`src/rtl/mem_wb_skid_buffer.sv`:
```
// Two-entry mem/wb skid buffer: formats load data and stamps RVFI commit order at enqueue.
// Optional perf counters are enabled with the MEM_WB_PERF_EN macro.

package mem_wb_pkg;

    typedef struct packed {
        logic       mem_read_d;
        logic       mem_write_d;
        logic [2:0] load_funct3;
    } mem_ctrl_t;

    typedef struct packed {
        logic        load_regfile;
        logic [3:0]  regfilemux_sel;
        logic [4:0]  rd;
    } wb_ctrl_t;

    typedef struct packed {
        logic        valid_commit;
        logic [63:0] order_commit;
        logic [31:0] pc_rdata;
        logic [31:0] mem_addr;
        logic [31:0] mem_rdata;
    } rvfi_t;

    typedef struct packed {
        mem_ctrl_t mem;
        wb_ctrl_t  wb;
        rvfi_t     rvfi;
    } control_word;

endpackage

module mem_wb_skid_buffer
    import mem_wb_pkg::*;
#(
    parameter int DEPTH   = 2,
    parameter int ORDER_W = 64
) (
    input  logic        clk,
    input  logic        rst,
    input  logic        mem_valid,
    output logic        mem_rdy,
    input  logic [31:0] alu_out_in,
    input  logic        br_en_in,
    input  logic [31:0] u_imm_in,
    input  logic [31:0] dmem_rdata,
    input  logic [31:0] mem_addr,
    input  control_word cw_in,
    input  logic        wb_ready,
    output logic        mem_wb_valid,
    output logic [31:0] alu_out,
    output logic        br_en,
    output logic [31:0] ir_u_imm,
    output logic [31:0] mem_data_out,
    output control_word cw_out
`ifdef MEM_WB_PERF_EN
    ,
    output logic [31:0] perf_stall_cycles,
    output logic [31:0] perf_commits
`endif
);

    typedef struct packed {
        logic [31:0] alu;
        logic        br_en;
        logic [31:0] u_imm;
        logic [31:0] mdata;
        control_word cw;
    } entry_t;

    typedef enum logic [1:0] {
        EMPTY = 2'd0,
        ONE   = 2'd1,
        FULL  = 2'd2
    } state_t;

    state_t               state;
    entry_t               main_q;
    entry_t               skid_q;
    entry_t               in_e;
    logic [ORDER_W-1:0]   order_q;
    logic                 enq;
    logic                 deq;

    function automatic entry_t reset_entry();
        entry_t e;
        e                  = '0;
        e.cw.rvfi.pc_rdata = 32'h4000_0000;
        return e;
    endfunction

    function automatic logic [31:0] fmt_load(input logic [2:0]  f3,
                                             input logic [1:0]  a,
                                             input logic [31:0] d);
        logic [7:0]  b;
        logic [15:0] h;
        logic [31:0] r;
        case (a)
            2'd0:    b = d[7:0];
            2'd1:    b = d[15:8];
            2'd2:    b = d[23:16];
            default: b = d[31:24];
        endcase
        h = a[1] ? d[31:16] : d[15:0];
        case (f3)
            3'b000:  r = {{24{b[7]}}, b};
            3'b001:  r = {{16{h[15]}}, h};
            3'b010:  r = d;
            3'b100:  r = {24'd0, b};
            3'b101:  r = {16'd0, h};
            default: r = '0;
        endcase
        return r;
    endfunction

    // mem_rdy depends only on registered state, so wb_ready never reaches it combinationally.
    assign mem_rdy      = (state != FULL);
    assign mem_wb_valid = (state != EMPTY);
    assign enq          = mem_valid && mem_rdy;
    assign deq          = mem_wb_valid && wb_ready;

    always_comb begin
        in_e                      = '0;
        in_e.alu                  = alu_out_in;
        in_e.br_en                = br_en_in;
        in_e.u_imm                = u_imm_in;
        in_e.mdata                = cw_in.mem.mem_read_d
                                  ? fmt_load(cw_in.mem.load_funct3, mem_addr[1:0], dmem_rdata)
                                  : 32'd0;
        in_e.cw                   = cw_in;
        in_e.cw.rvfi.mem_rdata    = dmem_rdata;
        in_e.cw.rvfi.mem_addr     = mem_addr;
        in_e.cw.rvfi.order_commit = cw_in.rvfi.valid_commit ? 64'(order_q) : 64'd0;
    end

    always_ff @(posedge clk) begin
        if (rst) begin
            state   <= EMPTY;
            main_q  <= reset_entry();
            skid_q  <= reset_entry();
            order_q <= '0;
        end else begin
            if (enq && cw_in.rvfi.valid_commit)
                order_q <= order_q + 1'b1;
            case (state)
                EMPTY: begin
                    if (enq) begin
                        main_q <= in_e;
                        state  <= ONE;
                    end
                end
                ONE: begin
                    if (enq && deq) begin
                        main_q <= in_e;
                    end else if (enq) begin
                        skid_q <= in_e;
                        state  <= FULL;
                    end else if (deq) begin
                        state  <= EMPTY;
                    end
                end
                FULL: begin
                    if (deq) begin
                        main_q <= skid_q;
                        state  <= ONE;
                    end
                end
                default: state <= EMPTY;
            endcase
        end
    end

    assign alu_out      = main_q.alu;
    assign br_en        = main_q.br_en;
    assign ir_u_imm     = main_q.u_imm;
    assign mem_data_out = main_q.mdata;
    assign cw_out       = main_q.cw;

`ifdef MEM_WB_PERF_EN
    always_ff @(posedge clk) begin
        if (rst) begin
            perf_stall_cycles <= '0;
            perf_commits      <= '0;
        end else begin
            if (mem_wb_valid && !wb_ready && perf_stall_cycles != 32'hFFFF_FFFF)
                perf_stall_cycles <= perf_stall_cycles + 32'd1;
            if (deq && main_q.cw.rvfi.valid_commit && perf_commits != 32'hFFFF_FFFF)
                perf_commits <= perf_commits + 32'd1;
        end
    end
`endif

endmodule
```
`config.mk`:
```
export PLATFORM = sky130hd
export DESIGN_NAME = mem_wb_skid_buffer
export DESIGN_NICKNAME = d
export VERILOG_FILES = /design/src/rtl/mem_wb_skid_buffer.sv
export SDC_FILE = /design/constraint.sdc
export NUM_CORES = 1
export LEC_CHECK = 0
export CORE_AREA = 2 2 224 226
export CTS_CLUSTER_DIAMETER = 30
export DETAILED_ROUTE_END_ITERATION = 8
export DIE_AREA = 0 0 226 228
export PLACE_DENSITY = 0.92
export REMOVE_ABC_BUFFERS = 1
export SETUP_SLACK_MARGIN = 0.02
export SLEW_MARGIN = 30
export SYNTH_ARGS = -nofsm -noshare
export SYNTH_HDL_FRONTEND = slang
export SYNTH_SLANG_ARGS = --single-unit
```
`constraint.sdc`:
```
create_clock -name clk -period 5.9 [get_ports clk]
set_clock_uncertainty 0.2 [all_clocks]
set_input_delay 1.18 -clock clk [delete_from_list [all_inputs] [get_ports clk]]
set_output_delay 1.18 -clock clk [all_outputs]
set_load 0.1 [all_outputs]
```
* Word level (Yosys, flattened, before mapping)
Cells that the tools add are included.
Word-level totals: flip-flop bits (word level) 612, input port bits 309, logic and storage cells 75
Cells by class: add/subtract/negate cells 1, equal/unequal tests 14, multiplexer cells 15, bitwise operators 1, reduce and logical (&&, ||, !) cells 12
Operators by type and width (number):
- $mux 273 | 3
- $pmux 273 s3 | 1
- $pmux 32 s5 | 1
- $add 64x1->64 const B | 1
- $mux 64 | 1
- $mux 32 | 1
- $pmux 8 s3 | 1
- $mux 16 | 1
- $mux 2 | 5
- $ne 2x2->1 const B | 5
- $reduce_and 4->1 | 2
- $eq 3x3->1 const B | 2
- $pmux 2 s3 | 1
- $eq 2x1->1 const B | 2
- $eq 2x2->1 const B | 2
- $logic_and 1x1->1 | 4
- $logic_not 2->1 | 2
- $eq 3x1->1 const B | 1
- $eq 3x2->1 const B | 1
- $logic_not 3->1 | 1
- $ne 3x3->1 const B | 1
- $reduce_and 3->1 | 1
- $reduce_bool 3->1 | 1
- $reduce_bool 2->1 | 1
- $not 1->1 | 1

* Logic depth before layout (Yosys ltp)
Gate-level depths: netlist of run 1.
depth after elaboration 6, gate-level depth with buffers 8

* Worst setup path before layout of run 1
No wires, ideal clock.
path type input to register, from in cw_in[160] (netlist bit), to reg order_q[58], library setup time 0.070 ns, arrival 3.302 ns, data required time 5.630 ns, slack 2.328 ns, stages on the path 8, cells stage by stage buf_2 > nand2_2 > or4_4 > buf_6 > or4b_4 > buf_6 > or4_1 > a21oi_1
On the way: longest elaborated chain between the ends 1
RTL lines:
- from (decl) | RTL line 49 | input control_word cw_in,
- $logic_and 1x1->1 | RTL line 144 | if (enq && cw_in.rvfi.valid_commit)
- to (signal assigned) | RTL line 145 | order_q <= order_q + 1'b1;
- to (decl) | RTL line 82 | logic [ORDER_W-1:0] order_q;
No other way between the ends. A chain may end at the register's enable or synchronous reset.

* Final worst setup path of run 1
from reg state[0], to out mem_rdy
On the way: longest elaborated chain between the ends 1
RTL lines:
- from (decl) | RTL line 78 | state_t state;
- from (signal assigned) | RTL line 139 | state <= EMPTY;
- from (signal assigned) | RTL line 150 | state <= ONE;
- from (signal assigned) | RTL line 158 | state <= FULL;
- $ne 2x2->1 | RTL line 118 | assign mem_rdy = (state != FULL);
- to (decl) | RTL line 43 | output logic mem_rdy,
No other way between the ends.

==> results_dict.tcl, run 1 <==
set metrics [dict create \
    hold_path_depth 2 \
    post-cts-setup-buffer-count 0 \
    yosysSeqAreaShare_pct 49.41 \
    synthDistinctLibCells 54 \
    grt_pass1_wl_mm 127.6 \
    dp_cells 4038 \
    crit_buf_inv 2 \
    core_um2 49350 \
    syn2layout_area_growth_pct 33.45 \
    vias 25430 \
    relSlewSlack_pct 25.28 \
    port_buffers 455 \
    grt_max_degree 203 \
    drt_first_iter_violations 3182 \
    cts_buffers 109 \
    gr-total-overflow 0 \
    power-per-cell-area_nw_per_um2 398.0 \
    die_h_um 228 \
    initial_core_util_pct 50.25 \
    cts_tree "yes" \
    yosysTopAreaCellShare_pct 49.41 \
    wirelength_mm 81.96 \
    clock-sinks 612 \
    syn_avg_cell_area_um2 7.827 \
    rows 82 \
    post-route-drc-count 0 \
    drv_slew 0 \
    post_drt_wl_per_cell_um 19.30 \
    synth_area_leaders "dfxtp_1 (49%), nand2_1 (13%), a311oi_1 (8.4%)" \
    status "finished clean" \
    grt_pass1_vias 23860 \
    path_delay_family "buffers and inverters" \
    crit_chain "nor2b_4 -> inv_8 -> clkdlybuf4s50_1" \
    rsz0062_at_grt "false" \
    critPathArrivalTime_ns 2.90 \
    synthesis.instances 3168 \
    dieWidth_um 226 \
    crit_path_end_kind "output pin" \
    final_nets 3787 \
    clk_pin_slew_ns 0.05 \
    finish.utilization_pct 67.06 \
    dp_hpwl_mm 45.98 \
    grt_usage_pct 30.48 \
    leakagePower_nw 11.73 \
    required_ns 4.52 \
    fin_crit_ns 4.279 \
    viasPerCell 5.990 \
    finalSetupViolCount 0 \
    cts_resized 0 \
    yosysTopAreaCell "dfxtp_1" \
    fin_ws_ns 1.621 \
    htreeDepth 3 \
    ys_seq_elements 612 \
    worstHoldPathType "reg -> reg" \
    preCtsSetupSlack_ns 1.736 \
    ys.flop_type "dfxtp_1" \
    fp.dieArea_um2 51530 \
    start_kind "register" \
    clockBufferDepth 3 \
    fmax_ghz 0.2337 \
    max-vdd-ir-drop_mv 0.2478 \
    firstDrtPassIters 6 \
    ioPinCount 584 \
    ys_warn_count 0 \
    period_share_pct 72.52 \
    crit_path_max_fanout 86 \
    worst_slew_pin_slew_ns 1.121 \
    hold-worst-slack_ns 0.2497 \
    max_stage_delay_ns 1.25 \
    ant_nets 0 \
    holdBufCountCts 0 \
    synth_edf_count 0 \
    drive_gt1_share_pct 8.296 \
    synth_area_um2 24800 \
    r2r_cells 5 \
    root_buffer "clkbuf_16" \
    worst-setup-path-type "reg -> out" \
    crit_path_top_delay_cell "clkdlybuf4s50_1" \
    hold_viol 0 \
    antenna_found_initial 8 \
    insertion_delay_ns 0.63 \
    synthArstFlopShare_pct 0 \
    worst-path-stages 3 \
    place.gp.congestion 0.8696 \
    maxCapViolCount 0 \
    fin_setup_tns_ns 0 \
    layoutNonFillerInstCount 4246 \
]
==> through the flow <==
| step | area, um^2 | power [mW] |
|---|---|---|
| global route | 33080 | 13.53 |
| finish | 33090 | 13.17 |
| floorplan | 23690 | 6.366 |
| global placement | 29540 | 6.843 |
| detailed placement | 29370 | 6.851 |
| CTS | 33150 | 13.21 |
==> logic make-up after synthesis <==
family	synth area share, %
AND/OR/NAND/NOR	25.87
buffers and inverters	4.556
adder cells (fa/ha/maj)	0.05045
multiplexers	0.8780
XOR/XNOR	1.024
AO/OA/AOI/OAI	18.22
flip-flops	49.41
==> worst paths after layout <==
path	start	endpoint	slack, ns
setup reg to reg	state[1]	cw_out[77]	2.33
setup / recovery	state[0]	mem_rdy	1.62
hold / removal	skid_q[57]	skid_q[57]	0.25
hold reg to reg	skid_q[57]	skid_q[57]	0.25
==> sequential cells by signal (all words and copies together) (netlist names) <==
| signal | count |
|---|---|
| state | 2 |
| mem_data_out | 32 |
| br_en | 1 |
| cw_out | 176 |
| skid_q | 273 |
| order_q | 64 |
| ir_u_imm | 32 |
| alu_out | 32 |
==> final cells by class <==
cell class | instances | area, um^2
clock buffers | 136 | 3002
clock inverters | 66 | 770.7
multi-input cells | 2260 | 11450
fillers | 3554 | 16260
well taps | 672 | 840.8
repair buffers | 488 | 4730
diodes | 6 | 15.01
flip-flops and latches | 612 | 12250
inverters | 6 | 30.03
==> per-layer routing <==
metal  wire [um]  track usage [%]
met3        9587            9.351
met5          50                0
met2       36950            47.65
met4        4007            16.64
met1       31360            37.42
==> power by group <==
group          switching, mW  internal, mW  total (mW)
Sequential             0.123          4.34        4.47
Combinational           1.81         0.548        2.36
Clock                   2.20          4.15        6.35
Total                   4.13          9.04        13.2
==> Yosys cell counts, drive strengths merged (18+ instances only) <==
library cell	count
a21oi	284
nand4	29
dfxtp	612
nor2	365
nand3	151
a221oi	24
nand2	882
a311oi	239
clkbuf	282
o21ai	37
xor2	18
nor3	39
a22oi	27
==> tightest hold or removal path, stage by stage, from the launching register on <==
cell and delay, ns:
dfxtp_1 0.30, nand2_1 0.05, a21oi_1 0.05
==> placed cells by master (no fill, tap or decap), types with 16 or more instances in the layout <==
cell type	instances
clkbuf_16	111
nor2_1	363
xor2_1	18
o21ai_0	35
clkinv_2	17
buf_4	22
or3_1	16
a221oi_1	24
nor3_1	39
nand2_1	880
a22oi_1	27
buf_2	46
nand3_1	151
a21oi_1	284
clkdlybuf4s50_1	405
nand4_1	29
dfxtp_1	612
a311oi_1	239
Note: power is estimated with default switching activity, not from simulation.
==> inputs of run 2 (changes only) <==
--- a/config.mk
+++ b/config.mk
@@ -5,11 +5,11 @@
 export SDC_FILE = /design/constraint.sdc
 export NUM_CORES = 1
 export LEC_CHECK = 0
-export CORE_AREA = 2 2 224 226
+export CORE_AREA = 2 2 161 320
 export CTS_CLUSTER_DIAMETER = 30
 export DETAILED_ROUTE_END_ITERATION = 8
-export DIE_AREA = 0 0 226 228
-export PLACE_DENSITY = 0.92
+export DIE_AREA = 0 0 163 322
+export PLACE_DENSITY = 0.9
 export REMOVE_ABC_BUFFERS = 1
 export SETUP_SLACK_MARGIN = 0.02
 export SLEW_MARGIN = 30
==> constraint.sdc (replaced) <==
create_clock -name clk -period 4.3 [get_ports clk]
set_clock_uncertainty 0.2 [all_clocks]
set_input_delay 0.86 -clock clk [delete_from_list [all_inputs] [get_ports clk]]
set_output_delay 0.86 -clock clk [all_outputs]
set_load 0.1 [all_outputs]
==> run 2 against run 1 <==
Largest power group unchanged. Total power grew 22%. Sequential share of layout area grew 1.1 points. Largest cell class unchanged. First-iteration DRC count shrank 23%. Via count shrank 1.6%. Count of clock-buffer cells in the layout shrank 48. Wire length shrank 2.4%. Core utilization shrank 2.8 points. Register-to-register slack lost 1.0 ns.
==> results_dict.tcl, run 2 (synthesis gave the netlist of run 1 again) <==
set metrics [dict create \
    status "finished clean" \
    ioPinCount 584 \
    clockBufferDepth 3 \
    core_um2 50070 \
    syn2layout_area_growth_pct 29.70 \
    vias 25030 \
    grt_pass1_vias 23780 \
    rsz0062_at_grt "false" \
    final_cell_area_um2 32160 \
    required_ns 3.24 \
    startpoint "cw_out[89]" \
    fin_crit_ns 3.283 \
    holdBufCountCts 0 \
    ant_nets 0 \
    leakagePower_nw 11.31 \
    fp.dieArea_um2 52490 \
    min_to "skid_q[114]" \
    gr-total-overflow 0 \
    antenna_found_initial 14 \
    relSlewSlack_pct 30.24 \
    grt_usage_pct 29.22 \
    r2r_start "order_q[12]" \
    path_delay_family "buffers and inverters" \
    post_drt_wl_per_cell_um 19.11 \
    worstHoldPathType "reg -> reg" \
    drive_gt1_share_pct 7.258 \
    root_buffer "clkbuf_16" \
    hold_viol 0 \
    critPathArrivalTime_ns 2.22 \
    largest_reg_flops 273 \
    die_h_um 322 \
    r2r_cells 5 \
    most-common-layout-cells "nand2_1 (880), dfxtp_1 (612), clkdlybuf4s50_1 (407)" \
    grt_pass1_wl_mm 123.8 \
    rows 116 \
    power-per-cell-area_nw_per_um2 497.9 \
    dp_hpwl_mm 50.64 \
    hp-start "skid_q[114]" \
    crit_path_end_kind "output pin" \
    clock-sinks 612 \
    post-route-drc-count 0 \
    p_total_mw 16.01 \
    finalSetupViolCount 0 \
    timing.reg2reg.setup_slack_ns 1.31 \
    grt_max_degree 147 \
    crit_chain "clkdlybuf4s50_1" \
    period_share_pct 76.34 \
    wirelength_mm 79.97 \
    placed_area_um2 29530 \
    max-vdd-ir-drop_mv 0.4330 \
    maxCapViolCount 0 \
    final_common_cell "nand2_1" \
    initial_core_util_pct 49.52 \
    top_register "skid_q" \
    drt_first_iter_violations 2449 \
    worst_slew_pin_slew_ns 1.043 \
    rr_endpoint "order_q[60]" \
    drv_slew 0 \
    htreeDepth 3 \
    cts_buffers 75 \
    firstDrtPassIters 5 \
    clk_pin_slew_ns 0.06 \
    port_buffers 455 \
    start_kind "register" \
    cts_resized 0 \
    crit_path_top_delay_cell "clkdlybuf4s50_1" \
    hold_path_depth 2 \
    post-cts-setup-buffer-count 0 \
    cts_tree "yes" \
    nFillCells 3839 \
    place.gp.congestion 0.8454 \
    final_nets 3777 \
    viasPerCell 5.981 \
    crit_path_max_fanout 2 \
    max_stage_delay_ns 1.18 \
    dieWidth_um 163 \
    worst-setup-path-type "reg -> out" \
    crit_buf_inv 1 \
    insertion_delay_ns 0.61 \
    fmax_ghz 0.3046 \
]
==> run 2: cell count changes in the layout (fill, tap and decap cells not counted), moves of 4 or more <==
cell        previous run  this run
bufinv_16             12         8
clkinv_2              17         1
clkbuf_8              13         2
inv_8                  1         8
clkbuf_16            111        78
clkinv_8               2         6
clkbuf_1              12         8
clkinv_4              13         9
clkinvlp_4            11         5
buf_4                 22        46
==> run 2: metal layers <==
layer / up-vias / global-route usage (%) / share of wire, %
li1: 11610 / - / -
met1: 11830 / 31.58 / 36
met2: 1252 / 49.59 / 48
met3: 324 / 8.486 / 9.5
met4: 12 / 18.64 / 6.3
met5: - / 0 / 0.10
==> run 2: layout make-up <==
type | count | area [um^2] | area share (%)
Sequential cell | 612 | 12250 | 38.10
Multi-Input combinational cell | 2260 | 11450 | 35.60
Timing Repair Buffer | 512 | 4935 | 15.34
Clock buffer | 88 | 2009 | 6.248
Tap cell | 649 | 812.0 | 2.525
Clock inverter | 49 | 651.9 | 2.027
Inverter | 6 | 30.03 | 0.09337
Antenna cell | 8 | 20.02 | 0.06225
==> run 2: metrics by stage <==
step	utilization (%)	cells	TNS (ns)	hold WS (ns)	setup WS, ns
finish	64.23	4184	0	0.2537	1.017
global route	64.21	4181	0	0.2655	0.9045
CTS	64.29	4176	0	0.2538	1.017
detailed placement	58.97	4039	0	0.2465	0.4258
global placement	59.31	4039	0	0.2412	0.4852
floorplan	-	2878	-5259.35	0.2305	-14.58
==> run 2: how the worst max path moves through the flow <==
| stage | to | depth (start not counted) |
|---|---|---|
| floorplan | alu_out[0] | 3 |
| global placement | order_q[54] | 6 |
| detailed placement | order_q[54] | 6 |
| CTS | cw_out[124] | 1 |
| global route | order_q[56] | 6 |
| finish | cw_out[89] | 1 |
==> run 2: power by group <==
group	switching (mW)	leakage, nW	internal [mW]
clock	2.72	1.28	3.95
combinational	2.47	5.03	0.768
sequential	0.156	5.00	5.95
total	5.34	11.3	10.7
